==> config.mk <==
export PLATFORM = sky130hd
export DESIGN_NAME = register_write_arbiter
export DESIGN_NICKNAME = d
export VERILOG_FILES = /design/src/rtl/register_write_arbiter.sv
export SDC_FILE = /design/constraint.sdc
export NUM_CORES = 1
export LEC_CHECK = 0
export CAP_MARGIN = 15
export CORE_MARGIN = 2
export CORE_UTILIZATION = 30
export CTS_BUF_LIST = sky130_fd_sc_hd__clkbuf_4
export DETAILED_ROUTE_END_ITERATION = 10
export PLACE_DENSITY = 0.55
export SYNTH_ARGS = -nofsm -noshare
export SYNTH_HDL_FRONTEND = slang
export SYNTH_SLANG_ARGS = --single-unit
==> constraint.sdc <==
create_clock -name clk -period 2.95 [get_ports clk]
set_clock_uncertainty 0.15 [all_clocks]
set_input_delay 0.59 -clock clk [delete_from_list [all_inputs] [get_ports clk]]
set_output_delay 0.59 -clock clk [all_outputs]
set_load 0.02 [all_outputs]
==> src/rtl/register_write_arbiter.sv <==
// register_write_arbiter
// Shares the register file's single write port between the in-order pipeline
// writeback stage and one long-latency unit. Pipeline writebacks win the port
// and are never buffered; long-latency results wait in a small FIFO and drain
// whenever the port is free. A starvation guard raises stallRequest once the
// FIFO head has waited STARVE_LIMIT edges, forcing the head out. pendingMask
// exposes the destination registers still sitting in the FIFO for hazard
// detection.
//
// Optional feature: define REGISTER_WRITE_ARBITER_BYPASS_EN to let an accepted
// long-latency result skip the FIFO (latency 1) when the FIFO is empty and no
// pipeline writeback is present. Without it every accepted result is queued.
module register_write_arbiter #(
    parameter int FIFO_DEPTH   = 2,
    parameter int STARVE_LIMIT = 4
) (
    input  logic        clk,
    input  logic        resetN,
    input  logic        wbValid,
    input  logic [4:0]  wbIndex,
    input  logic [31:0] wbData,
    input  logic        extValid,
    output logic        extReady,
    input  logic [4:0]  extIndex,
    input  logic [31:0] extData,
    output logic [4:0]  writeRegisterIndex,
    output logic [31:0] writeRegisterData,
    output logic        shouldWrite,
    output logic        stallRequest,
    output logic [31:0] pendingMask,
    output logic        protocolError
);

    localparam int PTR_W  = $clog2(FIFO_DEPTH);
    localparam int CNT_W  = PTR_W + 1;
    localparam int WAIT_W = $clog2(STARVE_LIMIT + 1);

    localparam logic [CNT_W-1:0]  DEPTH_C = CNT_W'(FIFO_DEPTH);
    localparam logic [WAIT_W-1:0] LIMIT_C = WAIT_W'(STARVE_LIMIT);

    // FIFO storage and bookkeeping
    logic [4:0]        idx_mem_q  [FIFO_DEPTH];
    logic [31:0]       data_mem_q [FIFO_DEPTH];
    logic [PTR_W-1:0]  rd_ptr_q, rd_ptr_d;
    logic [PTR_W-1:0]  wr_ptr_q, wr_ptr_d;
    logic [CNT_W-1:0]  count_q, count_d;
    logic [WAIT_W-1:0] wait_count_q, wait_count_d;

    // Registered write port
    logic [4:0]        wr_index_q, wr_index_d;
    logic [31:0]       wr_data_q, wr_data_d;
    logic              wr_en_q, wr_en_d;
    logic              proto_err_q, proto_err_d;

    logic              fifo_empty;
    logic              ext_accept;
    logic              wb_grant;
    logic              pop;
    logic              push;
    logic              bypass;
    logic [4:0]        head_index;
    logic [31:0]       head_data;
    logic [FIFO_DEPTH-1:0] slot_valid;

    assign fifo_empty   = (count_q == '0);
    assign extReady     = (count_q < DEPTH_C);
    assign stallRequest = (wait_count_q >= LIMIT_C);
    assign ext_accept   = extValid && extReady;
    assign wb_grant     = wbValid && !stallRequest;
    // A stalled (illegal) writeback is dropped, so the head still drains.
    assign pop          = !wb_grant && !fifo_empty;

`ifdef REGISTER_WRITE_ARBITER_BYPASS_EN
    assign bypass = ext_accept && fifo_empty && !wbValid;
`else
    assign bypass = 1'b0;
`endif

    assign push       = ext_accept && !bypass;
    assign head_index = idx_mem_q[rd_ptr_q];
    assign head_data  = data_mem_q[rd_ptr_q];

    // Slot gi is live when its distance from the read pointer is below the count;
    // pointer arithmetic wraps naturally because the depth is a power of two.
    generate
        for (genvar gi = 0; gi < FIFO_DEPTH; gi++) begin : g_slot_valid
            logic [PTR_W-1:0] slot_off;
            assign slot_off       = PTR_W'(gi) - rd_ptr_q;
            assign slot_valid[gi] = ({1'b0, slot_off} < count_q);
        end
    endgenerate

    // Hazard mask: OR of one-hot decodes of every live FIFO entry, r0 excluded
    always_comb begin
        pendingMask = '0;
        for (int i = 0; i < FIFO_DEPTH; i++) begin
            if (slot_valid[i]) begin
                pendingMask[idx_mem_q[i]] = 1'b1;
            end
        end
        pendingMask[0] = 1'b0;
    end

    // Port grant: pipeline first, then FIFO head, then bypassed ext; r0 never writes
    always_comb begin
        wr_en_d    = 1'b0;
        wr_index_d = wr_index_q;
        wr_data_d  = wr_data_q;
        if (wb_grant) begin
            wr_index_d = wbIndex;
            wr_data_d  = wbData;
            wr_en_d    = (wbIndex != 5'd0);
        end else if (pop) begin
            wr_index_d = head_index;
            wr_data_d  = head_data;
            wr_en_d    = (head_index != 5'd0);
        end else if (bypass) begin
            wr_index_d = extIndex;
            wr_data_d  = extData;
            wr_en_d    = (extIndex != 5'd0);
        end
    end

    // FIFO pointers, occupancy, head wait counter and sticky protocol error
    always_comb begin
        rd_ptr_d    = pop  ? rd_ptr_q + PTR_W'(1) : rd_ptr_q;
        wr_ptr_d    = push ? wr_ptr_q + PTR_W'(1) : wr_ptr_q;
        count_d     = count_q + CNT_W'(push) - CNT_W'(pop);
        proto_err_d = proto_err_q || (wbValid && stallRequest);
        if (fifo_empty || pop) begin
            wait_count_d = '0;
        end else if (wait_count_q < LIMIT_C) begin
            wait_count_d = wait_count_q + WAIT_W'(1);
        end else begin
            wait_count_d = wait_count_q;
        end
    end

    // FIFO payload storage; contents beyond the count are never observed
    always_ff @(posedge clk) begin
        if (push) begin
            idx_mem_q[wr_ptr_q]  <= extIndex;
            data_mem_q[wr_ptr_q] <= extData;
        end
    end

    // Control state and registered write port, cleared asynchronously
    always_ff @(posedge clk or negedge resetN) begin
        if (!resetN) begin
            rd_ptr_q     <= '0;
            wr_ptr_q     <= '0;
            count_q      <= '0;
            wait_count_q <= '0;
            wr_index_q   <= '0;
            wr_data_q    <= '0;
            wr_en_q      <= 1'b0;
            proto_err_q  <= 1'b0;
        end else begin
            rd_ptr_q     <= rd_ptr_d;
            wr_ptr_q     <= wr_ptr_d;
            count_q      <= count_d;
            wait_count_q <= wait_count_d;
            wr_index_q   <= wr_index_d;
            wr_data_q    <= wr_data_d;
            wr_en_q      <= wr_en_d;
            proto_err_q  <= proto_err_d;
        end
    end

    assign writeRegisterIndex = wr_index_q;
    assign writeRegisterData  = wr_data_q;
    assign shouldWrite        = wr_en_q;
    assign protocolError      = proto_err_q;

endmodule

==> metrics, run 1 <==
outcome=complete, no violations; Max Cap Viol=0; Placer Congestion=0.837; WL met1=5800 um; fraction of registers with async set/reset=0.383; global-route usage over all layers=0.147; met2 wire len=6470 um; Avg Cell Area, Syn=13.6 um2; antenna-violating nets left=0; Placement Rows=48; Slew Limit Fails=0; Max clock buf depth=2; hold slack=0.316 ns; PwrDens=809 nW/um2; number of synthesized flops with an enable pin=74; drc violations=0; min-delay worst type=register to register; Distinct cells, synth=35; vias per cell=4.80; Worst Max-Slew Pin Slew=0.769 ns; Multi-input gate area=1760 um2; Buffers & Inverters on Critical Path=1; fmax=358 MHz; post-DP HPWL=9130 um; Starting DRT DRC Count=144; Final nets=633; Startpoint Class=register; slowest stage delay, CP=0.44 ns; Critical Path AT=2.05 ns; core area=17300 um2; final number of setup-violating endpoints=0; Die W=137 um; final hold vios=0; CP endpoint kind=output port; min cycle time layout=2.79 ns; Cell Area, Synth=5300 um2; TritonCTS buffer count=17; Leak Pwr=3.00 nW; P&R area growth vs syn=38.3%; Clock transition at path regs=0.11 ns; Critical Path, Cell by Cell=a21o_4 > or3b_4 > o22ai_1 > dlygate4sd2_1; #FFs+latches synth=120; Routed WL per cell=16.9 um; first-pass GRT wire length=20900 um; vias in the first global route=4035; Tcrit/Tclk final=0.946; H-tree depth=4; Syn Inst Count=391; CP top delay family=flip-flops; Ys Warns=0; xor/xnor share of the synthesized area=0.00661; die area=18800 um2; Top FF cell, synth=edfxtp_1; Seq/Total Area, Yosys=0.636; # IOs=151; syn_nets=473; initial core utilization=0.307; layout cells sized above 1=0.176; pin count of the biggest net entering global routing=79; Simple-Gate Fraction of Synth Area=0.0724; Post-Route Setup TNS=0 ns; type of the worst setup path=register to output port; Routed WL=13300 um; clk_lat worst skew=0.50 ns; CP max stage cell=dfrtp_2; antenna violations before repair=0; ANT cells=0; CTS root buffer=clkbuf_4; highest routed layer=met4; largest family of logic cells by synthesized area=multiplexers; final setup margin=0.159 ns; post-synthesis adder-cell area fraction=0.00944; Max VDD drop=387 uV; Post-Place Worst Slack=0.305 ns; Port Buf Inserts=149; CP Data Required Time=2.21 ns; TritonCTS clock tree=done; Sinks on Clock Net=120; Layout fillers=1682; worst rel slew slack=0.487; Register Area=3380 um2; routed via count=3789; RSZ-0062 raised after global routing=false; post-synthesis mux area share=0.148; GR Overflow Total=0; complex-gate fraction of the synthesized area=0.0889; die height=137 um; drt pass-1 iters=5; WL met3=931 um; CP Max Fanout=7
-- cells in the mapped netlist, types with 4 or more instances --
cell      instances  area [um2]
edfxtp_1         74        2220
dfrtp_1          46        1150
nand2_1          40         150
o21ai_1          39         195
mux2_2           37         417
mux2i_1          37         370
o22ai_1          30         188
clkbuf_1         12        45.0
buf_2             9        45.0
nand3b_1          8        60.1
inv_1             7        26.3
buf_6             6        67.6
or3b_1            5        43.8
and3_1            4        25.0
ha_1              4        50.1
nor2_1            4        15.0
xnor2_1           4        35.0
-- stage by stage --
step                      area [um2]  instances  total power [mW]   util
after global routing            7340        789              6.30  0.424
after CTS                       7330        789              6.04  0.424
after global placement          7020        746              4.86  0.406
final                           7340        789              5.93  0.424
after detailed placement        7020        746              4.89  0.406
after floorplan                 5310        391              4.00      -
-- layout make-up --
type                            instances  area share
Clock buffer                           20      0.0205
Inverter                                7     0.00358
Tap cell                              225      0.0384
Sequential cell                       120       0.460
Clock inverter                         12      0.0150
Timing Repair Buffer                  170       0.223
Multi-Input combinational cell        235       0.240
-- registers in the layout, summed over array words and instances, names as in the netlist --
signal	flops
data_mem_q	64
writeRegisterData	32
idx_mem_q	10
writeRegisterIndex	5
wait_count_q	3
count_q	2
protocolError	1
rd_ptr_q	1
shouldWrite	1
wr_ptr_q	1
-- report_power, final --
group | total [mW] | internal [mW] | switching [mW]
Combinational | 2.42 | 1.16 | 1.25
Sequential | 2.43 | 2.21 | 0.213
Clock | 1.09 | 0.514 | 0.576
Total | 5.93 | 3.89 | 2.04
-- per-layer routing --
metal  up-vias  track usage
met5         -            0
met4         0       0.0464
met3        14       0.0489
met2       153        0.245
met1      1847        0.181
li1       1775            -
-- cell usage in the layout, fill, tap and decap left out, types with 20 or more instances in the layout --
master,instances
clkbuf_4,20
clkdlybuf4s50_1,117
dlygate4sd2_1,31
edfxtp_1,74
dfrtp_1,44
o22ai_1,30
o21ai_1,39
mux2_2,37
nand2_1,40
mux2i_1,37
-- repair_timing --
action	4_1_cts	5_1_grt
hold buffers	1	0
endpoints found under the setup margin	31	7
endpoints found under the hold margin	21	0
gates resized for setup	34	1
buffers inserted	10	0
pin swaps	1	0
-- worst paths after layout --
check,from,to,slack (ns),cells past startpoint
max,rd_ptr_q$_DFFE_PN0P_,pendingMask[12],0.16,4
min,protocolError$_DFF_PN0_,protocolError$_DFF_PN0_,0.32,1
max reg2reg,count_q[1]$_DFF_PN0_,count_q[1]$_DFF_PN0_,1.00,9
min reg2reg,protocolError$_DFF_PN0_,protocolError$_DFF_PN0_,0.32,1
max in group asynchronous,resetN,writeRegisterData[10]$_DFFE_PN0P_,1.59,3
min in group asynchronous,resetN,writeRegisterData[27]$_DFFE_PN0P_,0.48,2
-- worst register-to-register path, cell delays in order (launching register included) --
cell and delay (ns):
dfrtp_2 0.47, buf_4 0.17, nor2_1 0.10, or2_1 0.16
inv_1 0.06, ha_1 0.26, inv_1 0.04, ha_1 0.17
xnor2_1 0.17, xnor2_1 0.13
-- cell families after synthesis --
group | after synthesis
xor gates and xnor gates | 4
muxes | 74
DFF | 120
other | 1
AOI/OAI and AO/OA | 77
adders and majority gates | 4
and+or+nand+nor | 75
buffers and inverters | 36
Power figures use the tool's default switching activity.
==> run 2, diff against run 1 <==
- RECOVER_POWER: unset -> 50
==> metrics, run 2 (same netlist as run 1, synthesis figures left out) <==
clk_lat worst skew=0.50 ns; drt pass-1 iters=4; Largest Register=data_mem_q; design area=7300 um2; global-route usage over all layers=0.147; pin count of the biggest net entering global routing=79; CP max stage cell=dfrtp_2; Tcrit/Tclk final=0.947; Critical Path, Cell by Cell=a21o_4 > or3b_4 > o22ai_1 > dlygate4sd2_1; Max clock buf depth=2; Register-to-Register Path Depth=5; placed cell area=7020 um2; antenna-violating nets left=0; first-pass GRT wire length=20900 um; fmax=358 MHz; vias per cell=4.76; hold slack=0.315 ns; CP endpoint kind=output port; final hold vios=0; min-delay worst type=register to register; CP Max Fanout=7; worst hold path depth=1; Non-Filler Instances=790; commonest non-fill, non-tap cell in the layout=clkdlybuf4s50_1; PwrDens=811 nW/um2; Leak Pwr=2.99 nW; type of the worst setup path=register to output port; P&R area growth vs syn=37.6%; antenna violations before repair=1; Layout fillers=1688; CTS root buffer=clkbuf_4; Placed Cells=746; layout cells sized above 1=0.168; min cycle time layout=2.79 ns; Routed WL per cell=16.9 um; worst rel slew slack=0.0439; max reg flops=64; drc violations=0; outcome=complete, no violations; final setup margin=0.157 ns; Starting DRT DRC Count=153; Routed WL=13300 um; GR Overflow Total=0; H-tree depth=4; power consumption=5.92 mW; fin util=0.422; die area=18800 um2; Max VDD drop=380 uV; TritonCTS buffer count=17; Worst Max-Slew Pin Slew=1.43 ns; most frequent cells in the layout=clkdlybuf4s50_1, edfxtp_1, dfrtp_1, nand2_1, o21ai_1; slowest stage delay, CP=0.44 ns; Post-Route Setup TNS=0 ns; Slew Limit Fails=0; vias in the first global route=4035; Placement Rows=48; die height=137 um; Clock transition at path regs=0.10 ns; Final nets=633; initial core utilization=0.307; Startpoint Class=register; RSZ-0062 raised after global routing=false; Sinks on Clock Net=120; # IOs=151; Placer Congestion=0.837; TritonCTS clock tree=done; Max Cap Viol=0; CP Data Required Time=2.21 ns; Die W=137 um; Post-Place Worst Slack=0.305 ns; Critical Path AT=2.05 ns; final number of setup-violating endpoints=0; routed via count=3763; core area=17300 um2; Port Buf Inserts=149; post-DP HPWL=9130 um
[run 2: final timing paths]
kind	from	to	slack, ns
setup / recovery	rd_ptr_q$_DFFE_PN0P_	pendingMask[12]	0.16
hold / removal	protocolError$_DFF_PN0_	protocolError$_DFF_PN0_	0.32
setup reg to reg	count_q[1]$_DFF_PN0_	writeRegisterData[11]$_DFFE_PN0P_	0.42
hold reg to reg	protocolError$_DFF_PN0_	protocolError$_DFF_PN0_	0.32
max in group asynchronous	resetN	writeRegisterData[10]$_DFFE_PN0P_	0.44
min in group asynchronous	resetN	writeRegisterData[27]$_DFFE_PN0P_	0.80
[run 2: metal layers]
layer,share of wire,track usage
met3,0.068,0.0489
met5,0,0
met1,0.44,0.181
met4,0.0098,0.0464
met2,0.49,0.245
[run 2: cell type report]
cell class	count	area, um2	share of cell area
Antenna cell	1	2.50	0.000343
Clock buffer	20	150	0.0206
Clock inverter	12	110	0.0151
Inverter	7	26.3	0.00360
Multi-Input combinational cell	235	1760	0.241
Sequential cell	120	3380	0.463
Tap cell	225	282	0.0386
Timing Repair Buffer	170	1590	0.218
[run 2: power by group]
| group | total, mW | switching [mW] | internal, mW |
|---|---|---|---|
| Combinational | 2.40 | 1.25 | 1.14 |
| Clock | 1.09 | 0.579 | 0.514 |
| Sequential | 2.43 | 0.213 | 2.22 |
[run 2: repair_timing]
item                                   in CTS  in global routing
hold buffers                                1                  0
setup endpoints to repair                  31                  7
endpoints found under the hold margin      21                  0
pin swaps                                   1                  0
setup buffers                              10                  0
resized for setup                          34                  1
[run 2: critical path, delay by kind of cell (launching register included)]
family / cells / cell delay (ns)
flip-flops: 1 / 0.44
AND/OR/NAND/NOR: 1 / 0.43
buffers and inverters: 1 / 0.37
AO/OA/AOI/OAI: 2 / 0.30
==> run 3, diff against run 2 <==
- REMOVE_ABC_BUFFERS: unset -> 1
==> metrics, run 3 (same netlist as run 1, synthesis figures left out) <==
worst hold path depth=1; GR Overflow Total=0; Leak Pwr=3.00 nW; Register-to-Register Path Depth=4; final number of setup-violating endpoints=0; final hold vios=0; max reg flops=64; drc violations=0; Die W=137 um; RSZ-0062 raised after global routing=false; CP Max Fanout=7; initial core utilization=0.307; vias in the first global route=3827; Worst Max-Slew Pin Slew=2.27 ns; die area=18800 um2; worst r2r src=count_q[1]$_DFF_PN0_; setup slack, reg-to-reg=0.75 ns; P&R area growth vs syn=38.4%; Port Buf Inserts=149; antenna-violating nets left=0; Tcrit/Tclk final=0.944; type of the worst setup path=register to output port; fmax=359 MHz; vias per cell=4.65; H-tree depth=4; drt pass-1 iters=6; Placement Rows=48; Routed WL per cell=16.0 um; CTS root buffer=clkbuf_4; Startpoint Class=register; worst rel slew slack=-0.512; first-pass GRT wire length=19900 um; Max Cap Viol=1; failing checks=max-capacitance violations, max-slew violations; Routed WL=12600 um; CP endpoint kind=output port; TritonCTS clock tree=done; placed cell area=7030 um2; post-DP HPWL=8500 um; pin count of the biggest net entering global routing=79; Critical Path AT=2.05 ns; design area=7340 um2; Hold Startpoint=protocolError$_DFF_PN0_; die height=137 um; most frequent cells in the layout=clkdlybuf4s50_1, edfxtp_1, dfrtp_1, nand2_1, o21ai_1; Slew Limit Fails=39; Post-CTS Hold Buffers=0; Starting DRT DRC Count=185; Placed Cells=746; commonest non-fill, non-tap cell in the layout=clkdlybuf4s50_1; power consumption=5.99 mW; Sinks on Clock Net=120; Final nets=633; TritonCTS buffer count=17; outcome=finished with violations; Largest Register=data_mem_q; clk_lat worst skew=0.51 ns; Placer Congestion=0.831; min cycle time layout=2.79 ns; Clock transition at path regs=0.11 ns; Max VDD drop=344 uV; global-route usage over all layers=0.140; core area=17300 um2; hold endpoint=protocolError$_DFF_PN0_; hold slack=0.341 ns; # IOs=151; antenna violations before repair=1; reg2reg end=data_mem_q[1][8]$_DFFE_PP_; Max clock buf depth=2; CP Data Required Time=2.21 ns; routed via count=3673; min-delay worst type=register to register; layout cells sized above 1=0.170; Non-Filler Instances=790; PwrDens=815 nW/um2
run 3: worst max path at each step:
stage | from | slack, ns | depth (start not counted) | end
2_1_floorplan | wbValid | -1.46 | 8 | count_q[1]$_DFF_PN0_
6_report | idx_mem_q[0][4]$_DFFE_PP_ | 0.16 | 3 | pendingMask[10]
4_1_cts | count_q[0]$_DFF_PN0_ | 0.02 | 4 | pendingMask[20]
3_3_place_gp | count_q[0]$_DFF_PN0_ | 0.42 | 4 | pendingMask[4]
3_5_place_dp | count_q[0]$_DFF_PN0_ | 0.38 | 4 | pendingMask[20]
5_1_grt | count_q[0]$_DFF_PN0_ | 0.003 | 4 | pendingMask[15]
run 3: layout make-up:
cell class,instances,area (um2)
timing repair buffer,170,1620
tap,225,282
antenna,1,2.50
clock buffer,20,150
sequential,120,3370
multi-input combinational,235,1760
inverter,7,26.3
fill,1673,9960
clock inverter,12,134
run 3: layer usage:
metal  track usage  up-vias  part of all wire  wire length (um)
li1              -     1777                 -                 -
met1         0.168     1760              0.42              5320
met2         0.242      130              0.50              6360
met3        0.0430        6             0.068               856
met4        0.0447        0            0.0056                71
met5             0        -                 0                 0
run 3: metrics by stage:
step	util	TNS [ns]	setup WS (ns)
floorplan	-	-31.80	-1.46
global placement	0.406	0	0.417
detailed placement	0.406	0	0.376
CTS	0.426	0	0.0235
global route	0.424	0	0.00301
finish	0.424	0	0.165
run 3: repair_timing:
item,in CTS,in global routing
gates resized for setup,32,4
buffers inserted,11,0
setup endpoints to repair,31,8
run 3: report_power, final:
part | leakage, nW | switching [mW] | internal, mW
Combinational | 1.62 | 1.25 | 1.16
Clock | 0.150 | 0.576 | 0.599
Sequential | 1.23 | 0.192 | 2.22
run 3: critical path: stages (launching register included):
cell,delay (ns)
edfxtp_1,0.50
or3b_1,0.48
o22ai_1,0.19
dlygate4sd2_1,0.36
